File: src/rtl/adc_ctrl_pkg.sv
// Shared types for the serial ADC read controller.
//   state_e   : controller FSM encoding (IDLE/CONV/SHIFT/DONE)
//   cnt_opc_e : 2-bit counter opcode used by the team's opcode counters
//               (2'b11 is not listed and behaves as CLR)
//   max3      : helper used to size-check the counter width at elaboration
package adc_ctrl_pkg;

  typedef enum logic [1:0] {
    IDLE  = 2'd0,
    CONV  = 2'd1,
    SHIFT = 2'd2,
    DONE  = 2'd3
  } state_e;

  typedef enum logic [1:0] {
    OPC_CLR  = 2'b00,
    OPC_HOLD = 2'b01,
    OPC_INC  = 2'b10
  } cnt_opc_e;

  function automatic int unsigned max3(input int unsigned a,
                                       input int unsigned b,
                                       input int unsigned c);
    int unsigned m;
    m = (a > b) ? a : b;
    return (m > c) ? m : c;
  endfunction

endpackage

File: src/rtl/adc_rd_ctrl_if.sv
// Request/response bundle between the pixel-matrix scan FSM and adc_rd_ctrl.
//   start_i : request one read (scan FSM -> controller)
//   cont_i  : continuous mode  (scan FSM -> controller)
//   busy_o  : controller not idle
//   done_o  : 1-cycle strobe, data_o valid from this cycle
//   data_o  : last completed conversion word
// Suffixes are relative to the controller, matching its historic port names.
interface adc_rd_ctrl_if #(
  parameter int unsigned DataWidth = 16
);

  logic                 start_i;
  logic                 cont_i;
  logic                 busy_o;
  logic                 done_o;
  logic [DataWidth-1:0] data_o;

  modport master (
    output start_i, cont_i,
    input  busy_o, done_o, data_o
  );

  modport slave (
    input  start_i, cont_i,
    output busy_o, done_o, data_o
  );

endinterface

File: src/rtl/adc_cnt_sync.sv
// Opcode-driven up-counter with synchronous active-low reset.
//   clk_i  : clock
//   rst_ni : synchronous active-low reset, clears the count
//   opc_i  : OPC_CLR / OPC_HOLD / OPC_INC (unlisted code clears)
//   cnt_o  : current count
module adc_cnt_sync
  import adc_ctrl_pkg::*;
#(
  parameter int unsigned CntWidth = 6
) (
  input  logic                clk_i,
  input  logic                rst_ni,
  input  cnt_opc_e            opc_i,
  output logic [CntWidth-1:0] cnt_o
);

  // NOTE: state is updated with non-blocking assignments so every flop in the
  // design samples the pre-edge value of every other flop.
  always_ff @(posedge clk_i) begin
    if (!rst_ni) begin
      cnt_o <= '0;
    end else begin
      case (opc_i)
        OPC_INC:  cnt_o <= cnt_o + 1'b1;
        OPC_HOLD: cnt_o <= cnt_o;
        default:  cnt_o <= '0;
      endcase
    end
  end

endmodule

File: src/rtl/adc_rd_ctrl.sv
// Sequencer for one serial ADC read: pulses CNV for the conversion time,
// generates DCLK, shifts in DataWidth bits MSB-first and presents the word
// with a 1-cycle done strobe. Optionally loops straight back into CONV.
//   clk_i  : system clock, all logic on posedge
//   rst_ni : synchronous active-low reset
//   bus    : scan-FSM side (start_i, cont_i, busy_o, done_o, data_o)
//   sdo_i  : ADC serial data out
//   cnv_o  : ADC conversion start, active high
//   dclk_o : ADC serial clock, idle low
// All outputs come straight from flops; each is loaded from the next-state
// decode so it lines up with the state it belongs to.
module adc_rd_ctrl
  import adc_ctrl_pkg::*;
#(
  parameter int unsigned DataWidth  = 16,
  parameter int unsigned ConvCycles = 40,
  parameter int unsigned HalfPer    = 2,
  parameter int unsigned CntWidth   = 6
) (
  input  logic          clk_i,
  input  logic          rst_ni,
  adc_rd_ctrl_if.slave  bus,
  input  logic          sdo_i,
  output logic          cnv_o,
  output logic          dclk_o
);

  // The bit counter ends one past DataWidth-1, so every limit must stay
  // strictly below 2**CntWidth.
  localparam int unsigned CntNeed = max3(ConvCycles, DataWidth, 2 * HalfPer);

  if (CntNeed >= (1 << CntWidth) || ConvCycles < 1 || HalfPer < 1 || DataWidth < 2)
  begin : g_bad_cfg
    $error("adc_rd_ctrl: parameter set out of range");
  end

  localparam logic [CntWidth-1:0] ConvLast = CntWidth'(ConvCycles - 1);
  localparam logic [CntWidth-1:0] BitLast  = CntWidth'(DataWidth - 1);
  localparam logic [CntWidth-1:0] PhLast   = CntWidth'(2 * HalfPer - 1);
  localparam logic [CntWidth:0]   PhHigh   = (CntWidth + 1)'(HalfPer);

  state_e               state_q, state_d;
  cnt_opc_e             wait_opc, ph_opc;
  logic [CntWidth-1:0]  wait_cnt, ph_cnt;
  logic [CntWidth:0]    ph_inc;
  logic                 ph_wrap, sample, dclk_d;
  logic [DataWidth-1:0] sreg_q, sreg_d, data_q;
  logic                 cnv_q, dclk_q, busy_q, done_q;

  // Wait counter doubles as the bit counter in SHIFT.
  adc_cnt_sync #(.CntWidth(CntWidth)) u_wait_cnt (
    .clk_i  (clk_i),
    .rst_ni (rst_ni),
    .opc_i  (wait_opc),
    .cnt_o  (wait_cnt)
  );

  // DCLK phase counter: 0..2*HalfPer-1, low half first.
  adc_cnt_sync #(.CntWidth(CntWidth)) u_ph_cnt (
    .clk_i  (clk_i),
    .rst_ni (rst_ni),
    .opc_i  (ph_opc),
    .cnt_o  (ph_cnt)
  );

  assign ph_wrap = (ph_cnt == PhLast);
  assign ph_inc  = {1'b0, ph_cnt} + 1'b1;
  // Bits are taken on the last phase, i.e. right before DCLK falls and the
  // ADC moves on to the next bit.
  assign sample  = (state_q == SHIFT) && ph_wrap;
  assign sreg_d  = {sreg_q[DataWidth-2:0], sdo_i};
  // DCLK level for the next cycle is the high half of the next phase value.
  assign dclk_d  = (state_q == SHIFT) && !ph_wrap && (ph_inc >= PhHigh);

  // NOTE: every signal written here gets a default first, so no path through
  // the case can leave one unassigned and infer a latch.
  always_comb begin
    state_d  = state_q;
    wait_opc = OPC_HOLD;
    ph_opc   = OPC_HOLD;
    case (state_q)
      IDLE: begin
        if (bus.start_i) begin
          state_d  = CONV;
          wait_opc = OPC_CLR;
        end
      end
      CONV: begin
        if (wait_cnt == ConvLast) begin
          state_d  = SHIFT;
          wait_opc = OPC_CLR;
          ph_opc   = OPC_CLR;
        end else begin
          wait_opc = OPC_INC;
        end
      end
      SHIFT: begin
        if (ph_wrap) begin
          ph_opc   = OPC_CLR;
          wait_opc = OPC_INC;
          if (wait_cnt == BitLast) begin
            state_d = DONE;
          end
        end else begin
          ph_opc = OPC_INC;
        end
      end
      DONE: begin
        wait_opc = OPC_CLR;
        ph_opc   = OPC_CLR;
        // cont_i wins over start_i here; start_i is only looked at in IDLE.
        state_d  = bus.cont_i ? CONV : IDLE;
      end
      default: begin
        state_d  = IDLE;
        wait_opc = OPC_CLR;
        ph_opc   = OPC_CLR;
      end
    endcase
  end

  always_ff @(posedge clk_i) begin
    if (!rst_ni) begin
      state_q <= IDLE;
      sreg_q  <= '0;
      data_q  <= '0;
      cnv_q   <= 1'b0;
      dclk_q  <= 1'b0;
      busy_q  <= 1'b0;
      done_q  <= 1'b0;
    end else begin
      state_q <= state_d;
      cnv_q   <= (state_d == CONV);
      dclk_q  <= dclk_d;
      busy_q  <= (state_d != IDLE);
      done_q  <= (state_d == DONE);
      if (sample) begin
        sreg_q <= sreg_d;
      end
      // The last bit arrives on the same edge that enters DONE, so the word is
      // taken from the shift input rather than the register.
      if (sample && state_d == DONE) begin
        data_q <= sreg_d;
      end
    end
  end

  assign cnv_o      = cnv_q;
  assign dclk_o     = dclk_q;
  assign bus.busy_o = busy_q;
  assign bus.done_o = done_q;
  assign bus.data_o = data_q;

endmodule

File: src/flat_wrapper.sv
// flat-port wrapper written by rule: the top's interface ports become plain ports
module adc_rd_ctrl_flat import adc_ctrl_pkg::*;
#(
  parameter int unsigned DataWidth  = 16,
  parameter int unsigned ConvCycles = 40,
  parameter int unsigned HalfPer    = 2,
  parameter int unsigned CntWidth   = 6
)
  (clk_i, rst_ni, sdo_i, cnv_o, dclk_o, bus_start_i, bus_cont_i, bus_busy_o, bus_done_o, bus_data_o);
  adc_rd_ctrl_if #(.DataWidth(DataWidth)) bus_i ();
  input  logic clk_i;
  input  logic rst_ni;
  input  logic sdo_i;
  output logic cnv_o;
  output logic dclk_o;
  input wire logic [$bits(bus_i.start_i)-1:0] bus_start_i;
  input wire logic [$bits(bus_i.cont_i)-1:0] bus_cont_i;
  output wire logic [$bits(bus_i.busy_o)-1:0] bus_busy_o;
  output wire logic [$bits(bus_i.done_o)-1:0] bus_done_o;
  output wire logic [$bits(bus_i.data_o)-1:0] bus_data_o;
  assign bus_i.start_i = bus_start_i;
  assign bus_i.cont_i = bus_cont_i;
  assign bus_busy_o = bus_i.busy_o;
  assign bus_done_o = bus_i.done_o;
  assign bus_data_o = bus_i.data_o;
  adc_rd_ctrl #(.DataWidth(DataWidth), .ConvCycles(ConvCycles), .HalfPer(HalfPer), .CntWidth(CntWidth)) u_core (.clk_i(clk_i), .rst_ni(rst_ni), .bus(bus_i), .sdo_i(sdo_i), .cnv_o(cnv_o), .dclk_o(dclk_o));
endmodule
File: config.mk
export PLATFORM = sky130hd
export DESIGN_NAME = adc_rd_ctrl_flat
export DESIGN_NICKNAME = d
export VERILOG_FILES = /design/src/rtl/adc_ctrl_pkg.sv /design/src/rtl/adc_rd_ctrl_if.sv /design/src/rtl/adc_cnt_sync.sv /design/src/rtl/adc_rd_ctrl.sv /design/src/flat_wrapper.sv
export SDC_FILE = /design/constraint.sdc
export NUM_CORES = 1
export LEC_CHECK = 0
export ABC_AREA = 1
export BUFFER_PORTS_ARGS = -buffer_cell sky130_fd_sc_hd__buf_2
export CAP_MARGIN = 20
export CORE_MARGIN = 2
export CORE_UTILIZATION = 47
export DETAILED_ROUTE_END_ITERATION = 6
export PLACE_DENSITY_LB_ADDON = 0.3
export SLEW_MARGIN = 10
export SYNTH_ARGS = -nofsm -noshare
export SYNTH_HDL_FRONTEND = slang
export SYNTH_SLANG_ARGS = --single-unit
export TNS_END_PERCENT = 1
File: constraint.sdc
create_clock -name clk_i -period 1.4 [get_ports clk_i]
set_input_delay 0.28 -clock clk_i [delete_from_list [all_inputs] [get_ports clk_i]]
set_output_delay 0.28 -clock clk_i [all_outputs]
set_load 0.03 [all_outputs]
==> results of run 1 <==
## critical path, delay by kind of cell (launching register included)
kind	cells	cell delay, ps
buf+inv	1	140
fa+ha+maj	1	140
flops	1	360
simple gates	6	740
## sequential cells by signal, summed over array words and instances (netlist names)
signal,flops
u_core.bus.busy_o,1
u_core.bus.data_o,16
u_core.bus.done_o,1
u_core.cnv_o,1
u_core.dclk_o,1
u_core.sreg_q,15
u_core.state_q,2
u_core.u_ph_cnt.cnt_o,6
u_core.u_wait_cnt.cnt_o,6
## report_power, final
| group | leakage (nW) | internal, W | switching (W) |
|---|---|---|---|
| combinational | 0.874 | 0.0000432 | 0.0000772 |
| clock | 0.0445 | 0.000355 | 0.000502 |
| sequential | 0.398 | 0.00140 | 0.00000638 |
## path summary, 6_finish.rpt
kind / endpoint / from / slack [ps] / depth (start not counted)
min: u_core.sreg_q[0]$_SDFFE_PN0N_ / sdo_i / 230 / 3
max reg2reg: u_core.cnv_o$_SDFF_PN0_ / u_core.u_wait_cnt.cnt_o[0]$_SDFFE_PN0P_ / -60 / 8
min reg2reg: u_core.u_wait_cnt.cnt_o[5]$_SDFFE_PN0P_ / u_core.u_wait_cnt.cnt_o[5]$_SDFFE_PN0P_ / 490 / 2
max: u_core.cnv_o$_SDFF_PN0_ / u_core.u_wait_cnt.cnt_o[0]$_SDFFE_PN0P_ / -60 / 8
## cell type report
| type | instances | area, um^2 |
|---|---|---|
| Fill cell | 393 | 1580 |
| Timing Repair Buffer | 55 | 405 |
| Inverter | 49 | 190 |
| Sequential cell | 49 | 987 |
| Clock buffer | 5 | 68.8 |
| Clock inverter | 3 | 21.3 |
| Tap cell | 52 | 65.1 |
| Multi-Input combinational cell | 206 | 1070 |
## per-layer routing
layer | vias up | GRT usage | wire [um]
met5 | - | 0 | 0
met4 | 0 | 0.0734 | 62
met3 | 6 | 0.0436 | 209
met2 | 46 | 0.290 | 2250
met1 | 923 | 0.237 | 2190
li1 | 1067 | - | -
## cell usage in the layout (no fill, tap or decap)
cell type   count
ha_4            3
clkinvlp_4      2
buf_4          24
nand2_2         6
nand3_2         2
nand3_1         6
nor2_4          4
buf_2          24
clkbuf_8        5
buf_6           4
xor2_1          1
nor2_1         62
or2_2           1
nor3_1          1
buf_12          3
nand2_4         3
nand3_4         4
nand2_1        62
o21ai_2         3
inv_2           1
inv_4           1
inv_6           1
clkinv_2        1
dfxtp_1        44
o21ai_1        20
nor2_2          2
o21ai_0        13
inv_1          46
nand4_1         4
a21oi_1         9
dfxtp_2         5
## what timing repair did
item / 4_1_cts / 5_1_grt
setup endpoints to repair: 34 / 48
cloned: 1 / 2
pin swaps: 2 / 14
gates resized for setup: 16 / 43
setup buffers: 1 / 6
## cell families (layout without fill, tap and decap cells)
group,count (synthesis),in the layout,synth area share
xor+xnor,1,1,0.00405
simple gates,154,157,0.298
fa+ha+maj,3,3,0.0174
compound gates,45,45,0.104
buf+inv,60,112,0.123
flops,49,49,0.454
## per-stage QoR
stage / hold slack, ps / setup TNS, ps / util / instance area, um^2
after floorplan: 443 / 0 / - / 2160
after global placement: 472 / -342 / 0.564 / 2470
after detailed placement: 479 / -1010 / 0.564 / 2470
after CTS: 244 / -29.7 / 0.600 / 2630
after global routing: 240 / -1630 / 0.641 / 2810
final: 231 / -146 / 0.641 / 2810
## synth_stat cells
cell type  number
o21ai_1         2
nor3_1          1
buf_1           1
ha_1            3
nand2_1        70
nor2_1         66
clkbuf_1        4
inv_2           1
or2_2           1
buf_6           5
dfxtp_1        49
nand3_1         7
nand3_4         1
nand2_4         1
nor2_4          2
nand4_1         4
o21ai_0        34
inv_1          47
xor2_1          1
a21oi_1         9
clkbuf_2        1
nand3_2         1
clkinv_2        1
==> results.yml, run 1 <==
place:
  gp_congestion: 0.796
  place_ws_ps: -99.7
  placement.io_buffers: 24
  dp.cells: 401
  dp_hpwl_um: 2890
synthesis:
  synthesis.area_um2: 2160
  syn_avg_cell_area_um2: 6.93
  yosys_register_bits: 49
  ys_types: 23
  yosys_warnings: 0
  synth_top_area_frac: 0.454
  synthesis.nets: 320
  ys_seq_area_frac: 0.454
  synth_area_leaders: "dfxtp_1, nand2_1, nor2_1"
  synth_area_leader_cell: "dfxtp_1"
  netlist_instances: 312
floorplanning:
  die-height_um: 71.8
  core_um2: 4380
  die_w_um: 71.8
  row_count: 24
  die-area_um2: 5160
  pin_count: 25
  start_util: 0.493
clock_network:
  cts_tree: "done"
  htreeDepth: 2
  cts.sinks: 49
  cts_buffers: 5
  clkLatencyLatePin_ps: 310
  cts.clk_slew.worst_paths_ps: 100
  clockRootBuffer: "clkbuf_8"
  cts.path.max_buffers: 2
  ctsHoldBuffers: 0
detailed_routing:
  wl_per_cell_um: 11.3
  drt-total-wl_um: 4720
  viasPerCell: 4.87
  drc: 0
  ant_nets: 0
  vias: 2042
  initialDrtViolationCount: 137
  firstDrtPassIters: 4
power:
  power_density_nw_per_um2: 850
  total_power_w: 0.00239
  vdd_drop_max_uv: 446
  leakagePower_nw: 1.32
grt:
  grt_pass1_vias: 1765
  grt_start_max_net_pins: 31
  grt_use_total: 0.182
  grt_overflow_total: 0
  antenna_found_initial: 0
  grt_pass1_wl_um: 7420
sta:
  fin_worst_skew_ps: 6.45
  max_clock_freq_ghz: 0.687
  rsz0062_at_grt: "true"
  fin_ws_ps: -56.3
  setup_viol: 6
  worstMarginPinSlew_ps: 362
  drv_slew: 0
  period_share: 1.04
  maxSlewHeadroom: 0.759
  hold_viol: 0
  min_period_ps: 1460
worst_setup_path:
  crit_type: "reg2reg"
  required_ps: 1650
  path_max_fanout: 6
  crit_path_top_delay_cell: "dfxtp_2"
  crit_chain: "ha_4, nand3_2, nor2_4, buf_12, nand3_4, nand2_1, nand3_2, nor2_1"
  cp_data_arrival_time_ps: 1700
  cpMostUsedCell: "nand3_2"
  critPathLaunchType: "register"
  max_stage_delay_ps: 360
  end_kind: "register"
finish:
  areaGrowthSynthToFinish_pct: 30.0
  layout.nets: 374
  final_cells: 419
  drive_gt1_frac: 0.270
  antenna_cells: 0
run_status:
  status: "finished with violations"
  violations: "negative setup slack"
run:
  cap_violations: 0
hold_path:
  hp-class: "in2reg"
Power figures use the tool's default switching activity.
==> inputs of run 2 (changes only) <==
Settings changed: CTS_BUF_LIST set to sky130_fd_sc_hd__clkbuf_16.
==> results.yml, run 2 (same netlist as run 1, synthesis figures left out) <==
clock_network:
  cts_buffers: 5
  clockRootBuffer: "clkbuf_16"
  cts.path.max_buffers: 2
  clkLatencyLatePin_ps: 290
  cts.sinks: 49
  cts_tree: "done"
  htreeDepth: 2
  cts.clk_slew.worst_paths_ps: 70
grt:
  grt_use_total: 0.183
  grt_start_max_net_pins: 31
  grt_pass1_vias: 1810
  grt_pass1_wl_um: 7540
  grt_overflow_total: 0
  antenna_found_initial: 0
sta:
  worstMarginPinSlew_ps: 361
  hold_viol: 0
  worst_hold_slack_ps: 256
  fin_ws_ps: -8.80
  drv_slew: 0
  setup_viol: 4
  period_share: 1.01
  fin_worst_skew_ps: 4.80
  max_clock_freq_ghz: 0.710
  min_period_ps: 1410
  rsz0062_at_grt: "true"
  maxSlewHeadroom: 0.759
floorplanning:
  core_um2: 4380
  start_util: 0.493
  die-area_um2: 5160
  row_count: 24
  die_w_um: 71.8
  die-height_um: 71.8
  pin_count: 25
finish:
  antenna_cells: 0
  mostFrequentLayoutCells: "nor2_1, nand2_1, inv_1, dfxtp_1, buf_2"
  final_cells: 414
  layout_commonest_cell: "nor2_1"
  largest_reg_flops: 16
  areaGrowthSynthToFinish_pct: 29.6
  layout.nets: 369
  drive_gt1_frac: 0.265
place:
  placement.io_buffers: 24
  gp_congestion: 0.796
  dp.cells: 401
  dp_hpwl_um: 2890
worst_setup_path:
  end_kind: "register"
  required_ps: 1630
  cp_data_arrival_time_ps: 1640
  reg2reg_slack_ps: -9
  path_max_fanout: 7
  crit_type: "reg2reg"
  critPathLaunchType: "register"
run_status:
  status: "finished with violations"
  violations: "negative setup slack"
detailed_routing:
  viasPerCell: 4.82
  vias: 1994
  drc: 0
  initialDrtViolationCount: 109
  wl_per_cell_um: 11.1
  firstDrtPassIters: 4
  ant_nets: 0
  drt-total-wl_um: 4610
run:
  cap_violations: 0
power:
  power_density_nw_per_um2: 975
  leakagePower_nw: 1.31
  vdd_drop_max_uv: 471
hold_path:
  hp-class: "in2reg"
-- run 2: changes by cell type in the layout (fill, tap and decap cells not counted), moves of 2 or more --
cell,previous run,this run
buf_4,24,22
clkbuf_16,0,5
o21ai_0,13,17
nor2_2,2,4
nand2_1,62,59
nand2_2,6,10
o21ai_1,20,17
nand3_2,2,0
clkbuf_8,5,0
-- run 2: stage by stage --
step | instance area, um^2 | util | setup WS, ps | TNS, ps | power [W]
after detailed placement | 2470 | 0.564 | -99.7 | -1010 | 0.00154
after global routing | 2800 | 0.639 | -123 | -2040 | 0.00280
final | 2800 | 0.639 | -8.80 | -21.3 | 0.00273
after floorplan | 2160 | - | 0.753 | 0 | 0.00151
after global placement | 2470 | 0.564 | -35.3 | -342 | 0.00154
after CTS | 2690 | 0.613 | -4.80 | -11.1 | 0.00274
-- run 2: worst paths after layout --
check | from | end | cells after the start
worst max register to register | u_core.u_wait_cnt.cnt_o[0]$_SDFFE_PN0P_ | u_core.bus.data_o[9]$_SDFFE_PN0P_ | 8
worst min-delay path | sdo_i | u_core.sreg_q[0]$_SDFFE_PN0N_ | 3
worst max-delay path | u_core.u_wait_cnt.cnt_o[0]$_SDFFE_PN0P_ | u_core.bus.data_o[9]$_SDFFE_PN0P_ | 8
worst min register to register | u_core.sreg_q[14]$_SDFFE_PN0N_ | u_core.sreg_q[14]$_SDFFE_PN0N_ | 2
-- run 2: final cells by class --
class | instances | area [um^2]
Sequential cell | 49 | 987
Clock buffer | 5 | 125
Inverter | 49 | 190
Timing Repair Buffer | 51 | 359
Tap cell | 52 | 65.1
Fill cell | 390 | 1580
Clock inverter | 3 | 21.3
Multi-Input combinational cell | 205 | 1050
-- run 2: critical path, cell delays in order, from the launching register on --
cell	delay (ps)
dfxtp_2	350
ha_4	160
nand3_4	90
nor2_4	240
nand3_4	160
buf_4	170
nand2_1	50
inv_1	30
nor2_1	80
-- run 2: where the power goes --
group | internal [W] | leakage, nW | switching [W]
logic | 0.0000428 | 0.846 | 0.0000747
clock network | 0.000665 | 0.0702 | 0.000536
registers | 0.00140 | 0.398 | 0.00000646
-- run 2: layer usage --
layer  vias to the layer above  GRT usage  share of wire  routed length, um
met4                         0     0.0671         0.0093                 43
met3                         4     0.0450          0.035                160
met1                       902      0.234           0.47               2160
met2                        33      0.301           0.49               2250
met5                         -          0              0                  0
li1                       1055          -              -                  -
-- run 2: what timing repair did --
item / CTS / global route
pin swaps: 2 / 13
hold buffers: 0 / 0
setup buffers: 1 / 2
endpoints found under the hold margin: 0 / 0
cloned: 1 / 1
gates resized for setup: 24 / 30
endpoints found under the setup margin: 40 / 48
